--- src/rtl/load_store_unit.sv ---
// Multi-cycle load/store unit: formats B/H/W accesses onto a word-wide memory port
// and extends load data. Define MISALIGN_TRAP_EN to trap misaligned H/HU/W accesses.
module load_store_unit #(
   parameter int TIMEOUT_CYCLES = 16,
   parameter int ADDR_WIDTH     = 32
) (
   input  logic                  clk,
   input  logic                  reset,
   input  logic                  core_req_i,
   input  logic                  core_we_i,
   input  logic [2:0]            core_size_i,
   input  logic [ADDR_WIDTH-1:0] core_addr_i,
   input  logic [31:0]           core_wdata_i,
   output logic [31:0]           core_rdata_o,
   output logic                  core_stall_o,
   output logic                  core_fault_o,
   output logic                  core_misaligned_o,
   output logic                  mem_req_o,
   output logic                  mem_we_o,
   output logic [3:0]            mem_be_o,
   output logic [ADDR_WIDTH-1:0] mem_addr_o,
   output logic [31:0]           mem_wdata_o,
   input  logic                  mem_ready_i,
   input  logic [31:0]           mem_rdata_i
);
   localparam logic [1:0] ST_IDLE = 2'd0;
   localparam logic [1:0] ST_BUSY = 2'd1;
   localparam logic [1:0] ST_DONE = 2'd2;
   localparam logic [7:0] TIMEOUT_LAST = 8'(TIMEOUT_CYCLES - 1);

   logic [1:0]            state_reg;
   logic [7:0]            count_reg;
   logic [2:0]            size_reg;
   logic [1:0]            lane_reg;
   logic                  req_reg;
   logic                  we_reg;
   logic                  fault_reg;
   logic [3:0]            be_reg;
   logic [ADDR_WIDTH-1:0] addr_reg;
   logic [31:0]           wdata_reg;
   logic [31:0]           rdata_reg;

   logic                  size_illegal;
   logic [1:0]            lane_next;
   logic [3:0]            be_next;
   logic [31:0]           wdata_next;
   logic [31:0]           shifted;
   logic [31:0]           load_next;
   logic                  expired;

`ifdef MISALIGN_TRAP_EN
   logic                  misaligned_reg;
   logic                  misaligned_next;
   assign misaligned_next = (core_size_i[1:0] == 2'b01 && core_addr_i[0]) ||
                            (core_size_i[1:0] == 2'b10 && core_addr_i[1:0] != 2'b00);
   assign core_misaligned_o = misaligned_reg;
`else
   assign core_misaligned_o = 1'b0;
`endif

   // Lane offset is the address rounded down to the access granularity.
   always_comb begin
      size_illegal = (core_size_i == 3'b011) || (core_size_i[2:1] == 2'b11);
      lane_next    = 2'b00;
      be_next      = 4'b1111;
      case (core_size_i[1:0])
         2'b00: begin
            lane_next = core_addr_i[1:0];
            be_next   = 4'b0001 << core_addr_i[1:0];
         end
         2'b01: begin
            lane_next = {core_addr_i[1], 1'b0};
            be_next   = 4'b0011 << {core_addr_i[1], 1'b0};
         end
         default: ;
      endcase
   end

   genvar gi;
   generate
      for (gi = 0; gi < 4; gi++) begin : g_wlane
         assign wdata_next[8*gi +: 8] =
            (core_size_i[1:0] == 2'b00) ? core_wdata_i[7:0] :
            (core_size_i[1:0] == 2'b01) ? core_wdata_i[8*(gi%2) +: 8] :
                                          core_wdata_i[8*gi +: 8];
      end
   endgenerate

   assign shifted = mem_rdata_i >> {lane_reg, 3'b000};

   always_comb begin
      case (size_reg)
         3'b000:  load_next = {{24{shifted[7]}}, shifted[7:0]};
         3'b100:  load_next = {24'd0, shifted[7:0]};
         3'b001:  load_next = {{16{shifted[15]}}, shifted[15:0]};
         3'b101:  load_next = {16'd0, shifted[15:0]};
         default: load_next = shifted;
      endcase
   end

   assign expired = (count_reg == TIMEOUT_LAST);

   always_comb begin
      case (state_reg)
         ST_IDLE: core_stall_o = core_req_i;
         ST_BUSY: core_stall_o = 1'b1;
         default: core_stall_o = 1'b0;
      endcase
   end

   always_ff @(posedge clk) begin
      if (reset) begin
         state_reg <= ST_IDLE;
         count_reg <= '0;
         size_reg  <= '0;
         lane_reg  <= '0;
         req_reg   <= 1'b0;
         we_reg    <= 1'b0;
         fault_reg <= 1'b0;
         be_reg    <= '0;
         addr_reg  <= '0;
         wdata_reg <= '0;
         rdata_reg <= '0;
`ifdef MISALIGN_TRAP_EN
         misaligned_reg <= 1'b0;
`endif
      end else begin
         fault_reg <= 1'b0;
`ifdef MISALIGN_TRAP_EN
         misaligned_reg <= 1'b0;
`endif
         case (state_reg)
            ST_IDLE: begin
               count_reg <= '0;
               if (core_req_i) begin
                  if (size_illegal) begin
                     state_reg <= ST_DONE;
                     fault_reg <= 1'b1;
                  end
`ifdef MISALIGN_TRAP_EN
                  else if (misaligned_next) begin
                     state_reg      <= ST_DONE;
                     misaligned_reg <= 1'b1;
                  end
`endif
                  else begin
                     state_reg <= ST_BUSY;
                     req_reg   <= 1'b1;
                     we_reg    <= core_we_i;
                     size_reg  <= core_size_i;
                     lane_reg  <= lane_next;
                     be_reg    <= be_next;
                     addr_reg  <= {core_addr_i[ADDR_WIDTH-1:2], 2'b00};
                     wdata_reg <= wdata_next;
                  end
               end
            end
            ST_BUSY: begin
               count_reg <= count_reg + 8'd1;
               // Ready on the expiring cycle still completes the access.
               if (mem_ready_i) begin
                  req_reg   <= 1'b0;
                  state_reg <= ST_DONE;
                  if (!we_reg) begin
                     rdata_reg <= load_next;
                  end
               end else if (expired) begin
                  req_reg   <= 1'b0;
                  rdata_reg <= '0;
                  fault_reg <= 1'b1;
                  state_reg <= ST_DONE;
               end
            end
            default: begin
               count_reg <= '0;
               state_reg <= ST_IDLE;
            end
         endcase
      end
   end

   assign core_rdata_o = rdata_reg;
   assign core_fault_o = fault_reg;
   assign mem_req_o    = req_reg;
   assign mem_we_o     = we_reg;
   assign mem_be_o     = be_reg;
   assign mem_addr_o   = addr_reg;
   assign mem_wdata_o  = wdata_reg;

endmodule

--- config.mk ---
export PLATFORM = sky130hd
export DESIGN_NAME = load_store_unit
export DESIGN_NICKNAME = d
export VERILOG_FILES = /design/src/rtl/load_store_unit.sv
export SDC_FILE = /design/constraint.sdc
export NUM_CORES = 1
export LEC_CHECK = 0
export ABC_AREA = 1
export CORE_ASPECT_RATIO = 1.25
export CORE_UTILIZATION = 39
export DETAILED_ROUTE_END_ITERATION = 8
export GPL_TIMING_DRIVEN = 0
export HOLD_SLACK_MARGIN = 0.03
export MAX_ROUTING_LAYER = met4
export PLACE_DENSITY = 0.76
export SLEW_MARGIN = 20
export SYNTH_ARGS = -nofsm -noshare
export SYNTH_HDL_FRONTEND = slang
export SYNTH_SLANG_ARGS = --single-unit
export TNS_END_PERCENT = 100
--- constraint.sdc ---
create_clock -name clk -period 1.3 [get_ports clk]
set_input_delay 0.26 -clock clk [delete_from_list [all_inputs] [get_ports clk]]
set_output_delay 0.26 -clock clk [all_outputs]
set_load 0.05 [all_outputs]
==> impl_results.md <==
- Max-cap violation count: 0
- Endpoint arrival time on the critical path: 1.15 ns
- Grt total ovfl: 0
- Count of final hold-check violations: 0
- Worst Tran Pin Value: 0.769 ns
- Number of hold buffers added after CTS: 0
- Period Utilization, post-route: 108%
- Cell with the most instances after synthesis: sky130_fd_sc_hd__nand2_1
- Root buf cell: sky130_fd_sc_hd__clkbuf_16
- Net switching fraction of the power: 31.3%
- Setup Skew: 0.00920 ns
- Top_reg_cell synth: sky130_fd_sc_hd__dfxtp_1
- Endpoint type of the worst setup path: primary output
- Maximum number of pins on one net before global-route repair: 17
- Post-Synthesis Cell Area: 5200 µm²
- Number of vias per cell after detailed routing: 5.31
- Number of global-route vias before repair: 5820
- Min-Delay Startpoint: core_size_i[2]
- Crit path max-delay cell type: sky130_fd_sc_hd__dfxtp_4
- Crit Path Max Fanout: 4
- Reported net switching power: 3.87 mW
- ANT nets after route: 0
- Placed wire-length estimate: 13100 µm
- Failing checks: setup timing
- Synth top cells by count: sky130_fd_sc_hd__nand2_1, sky130_fd_sc_hd__a21oi_1, sky130_fd_sc_hd__dfxtp_1, sky130_fd_sc_hd__nand3_1, sky130_fd_sc_hd__nor2_1
- Synth Register Bits: 116
- Clock latency at the later pin of the worst-skew pair: 0.41 ns
- Max_slew headroom: 48.8%
- Maximum ir drop on the vdd rail: 0.838 mV
- Max frequency: 710 MHz
- Finish-stage setup viols: 46
- CORE AREA: 12800 µm²
- Type of origin of the critical path: flop
- FILL cells: 978
- Largest delay contributor family on the critical path: flip-flops
- Horiz. Die Dim: 105 µm
- Full die area: 13800 µm²
- Yosys top cell by area: sky130_fd_sc_hd__dfxtp_1
- Clock sink count: 116
- Final critical path time including I/O delays and setup: 1.41 ns
- Worst-case hold slack: 0.256 ns
- Worst path bufs/invs: 2
- Detailed router's first-iteration violation count: 327
- Wire length of the first global-routing pass: 28800 µm
- Buffers on Ports: 205
- Die Height: 131 µm
- Post-route design area: 9260 µm²
- Number of antenna violations at the first check in global routing: 0
- Area Growth Syn to Fin: 78.1%
- Final net count: 1117
- Total power divided by cell area: 1340 nW/µm²
- CTS H-Tree Depth: 4
- Vias post-DR: 6336
- Int Power: 8.49 mW
- Setup slack after placement: -0.831 ns
- Total GRT Usage: 27.9%
- Worst-path clk slew: 0.05 ns
- Worst Setup Slack, final: -0.108 ns
- Required time of the critical path: 1.04 ns
- Num rows: 46
- Async set-or-reset flop fraction in the synthesized netlist: 0%
- TritonCTS clock tree: yes
- Top cells by area, synth: sky130_fd_sc_hd__dfxtp_1, sky130_fd_sc_hd__nand2_1, sky130_fd_sc_hd__a21oi_1
- Final number of max-transition violations: 0
- Routed wire length: 21100 µm
- Peak-usage layer in the global routing report: met2
- Post-DR wirelength/cell: 17.7 µm
- Total clock buffers created by CTS: 17
- Number of enable-type register cells in the synthesized netlist: 0
- Part of the power in combinational logic: 26.5%
- Number of primary I/O pins: 209
- Unrepaired setup endpoints after global routing: true
- Part of the Yosys area used for sequential elements: 44.7%
- Result of the run: complete, but fails checks
- Share of Yosys cell area claimed by the top area cell type: 44.7%
- Class of the tightest hold or removal check: in2reg
- Gpl congestion: 0.932
- Clock tree buffer depth: 2
- Layout cells sized above 1: 38.8%
- Delay of the slowest critical-path stage: 0.37 ns
- Util after Layout: 72.1%
- Met1 Resource Use GR: 29.1%
- Placed cell area: 7480 µm²
- Met3 usage in global routing: 6.97%
- Setup Crit Path Kind: reg2out
- Cell breakdown of the critical path: inv_4 > nand2_4 > o21ai_2 > buf_6
- Synthesized area divided by synthesized cell count: 7.02 µm²
- Cells after Synth: 741
- Ant diodes: 0
- Yosys Warn Count: 0
- Clock group share of total power: 41.8%
- Post-synth cell types: 31
- Starting density of the core: 40.5%
- Pre-Repair DR Iteration Count: 5
- Critical Path Start: state_reg[1]
- Fraction of power consumed by sequential logic: 31.7%
- Met2 usage in global routing: 49.3%
- Startpoint of the lowest-slack register-to-register path: count_reg[1]
- Remaining DRCs: 0
- Leakage dissipation: 3.99 nW
-- per-stage QoR --
stage / power, mW / setup TNS [ns] / cells
floorplan: 5.56 / -0.00378 / 743
global placement: 6.59 / -85.73 / 1116
detailed placement: 6.60 / -85.40 / 1116
CTS: 11.9 / -0.435 / 1179
global route: 12.8 / -5.95 / 1193
finish: 12.4 / -2.68 / 1193
-- layout make-up --
class                      instances  area, µm²  area share, %
multi-input combinational        545       3210           34.6
sequential                       116       2340           25.3
timing repair buffer             249       2230           24.1
buffer                            52        477           5.15
clock buffer                      19        443           4.78
tap                              168        210           2.27
clock inverter                    13        205           2.22
inverter                          30        138           1.49
timing repair inverter             1       7.51         0.0811
-- final timing paths --
kind,end,slack [ns],cells after the start
hold / removal,size_reg[2],0.26,3
setup reg to reg,core_rdata_o[28],-0.10,7
hold reg to reg,mem_addr_o[10],0.46,2
setup / recovery,core_stall_o,-0.11,4
-- cell families (layout without fill, tap and decap cells) --
| logic type | after synthesis | after routing | synth area share [%] |
|---|---|---|---|
| simple gates | 352 | 353 | 28.1 |
| compound gates | 188 | 188 | 19.6 |
| flops | 116 | 116 | 44.7 |
| buf+inv | 83 | 364 | 7.39 |
| fa+ha+maj | 1 | 1 | 0.241 |
| other cells | 1 | 3 | 0.0721 |
-- cell usage in the layout (no fill, tap or decap), types with 3 or more instances in the layout --
cell type	n
sky130_fd_sc_hd__a21oi_1	84
sky130_fd_sc_hd__a21oi_2	51
sky130_fd_sc_hd__buf_12	3
sky130_fd_sc_hd__buf_2	40
sky130_fd_sc_hd__buf_4	47
sky130_fd_sc_hd__buf_6	37
sky130_fd_sc_hd__buf_8	8
sky130_fd_sc_hd__bufinv_16	5
sky130_fd_sc_hd__clkbuf_1	3
sky130_fd_sc_hd__clkbuf_16	21
sky130_fd_sc_hd__clkbuf_2	13
sky130_fd_sc_hd__clkbuf_4	43
sky130_fd_sc_hd__clkdlybuf4s50_1	97
sky130_fd_sc_hd__clkinv_2	3
sky130_fd_sc_hd__clkinvlp_4	4
sky130_fd_sc_hd__conb_1	3
sky130_fd_sc_hd__dfxtp_1	107
sky130_fd_sc_hd__dfxtp_2	6
sky130_fd_sc_hd__dfxtp_4	3
sky130_fd_sc_hd__dlygate4sd2_1	3
sky130_fd_sc_hd__inv_1	20
sky130_fd_sc_hd__inv_2	5
sky130_fd_sc_hd__inv_4	3
sky130_fd_sc_hd__nand2_1	213
sky130_fd_sc_hd__nand2_2	25
sky130_fd_sc_hd__nand2_4	25
sky130_fd_sc_hd__nand3_1	27
sky130_fd_sc_hd__nand3_2	18
sky130_fd_sc_hd__nand3_4	6
sky130_fd_sc_hd__nand4_1	3
sky130_fd_sc_hd__nor2_1	21
sky130_fd_sc_hd__nor2_2	4
sky130_fd_sc_hd__nor2_4	6
sky130_fd_sc_hd__o211a_1	8
sky130_fd_sc_hd__o211ai_1	7
sky130_fd_sc_hd__o21ai_0	12
sky130_fd_sc_hd__o21ai_1	12
sky130_fd_sc_hd__o21ai_2	7
-- layer usage --
layer / vias to the layer above / part of all wire, %
li1: 2984 / -
met1: 2904 / 36
met2: 357 / 51
met3: 91 / 8.3
met4: 0 / 4.9
met5: - / 0
-- power groups by stage --
stage          combinational (mW)  sequential (mW)  clock [mW]
2_1_floorplan               0.951             4.61           0
3_3_place_gp                 2.63             3.96           0
3_5_place_dp                 2.64             3.96           0
4_1_cts                      2.80             3.89        5.18
5_1_grt                      3.44             3.94        5.39
6_report                     3.28             3.91        5.17
-- worst reg2reg max path, stage by stage, from the launching register on --
cell	delay, ns
sky130_fd_sc_hd__dfxtp_2	0.35
sky130_fd_sc_hd__ha_4	0.16
sky130_fd_sc_hd__nand3_4	0.10
sky130_fd_sc_hd__o21ai_4	0.17
sky130_fd_sc_hd__nand2_4	0.15
sky130_fd_sc_hd__clkbuf_8	0.20
sky130_fd_sc_hd__nand2_1	0.08
sky130_fd_sc_hd__a21oi_2	0.05
-- timing repair --
item                       CTS  global route
pin swaps                   15            45
buffers inserted            20            13
setup endpoints to repair  217           139
gates cloned                11             4
gates resized for setup    635           283
Power figures use the tool's default switching activity.
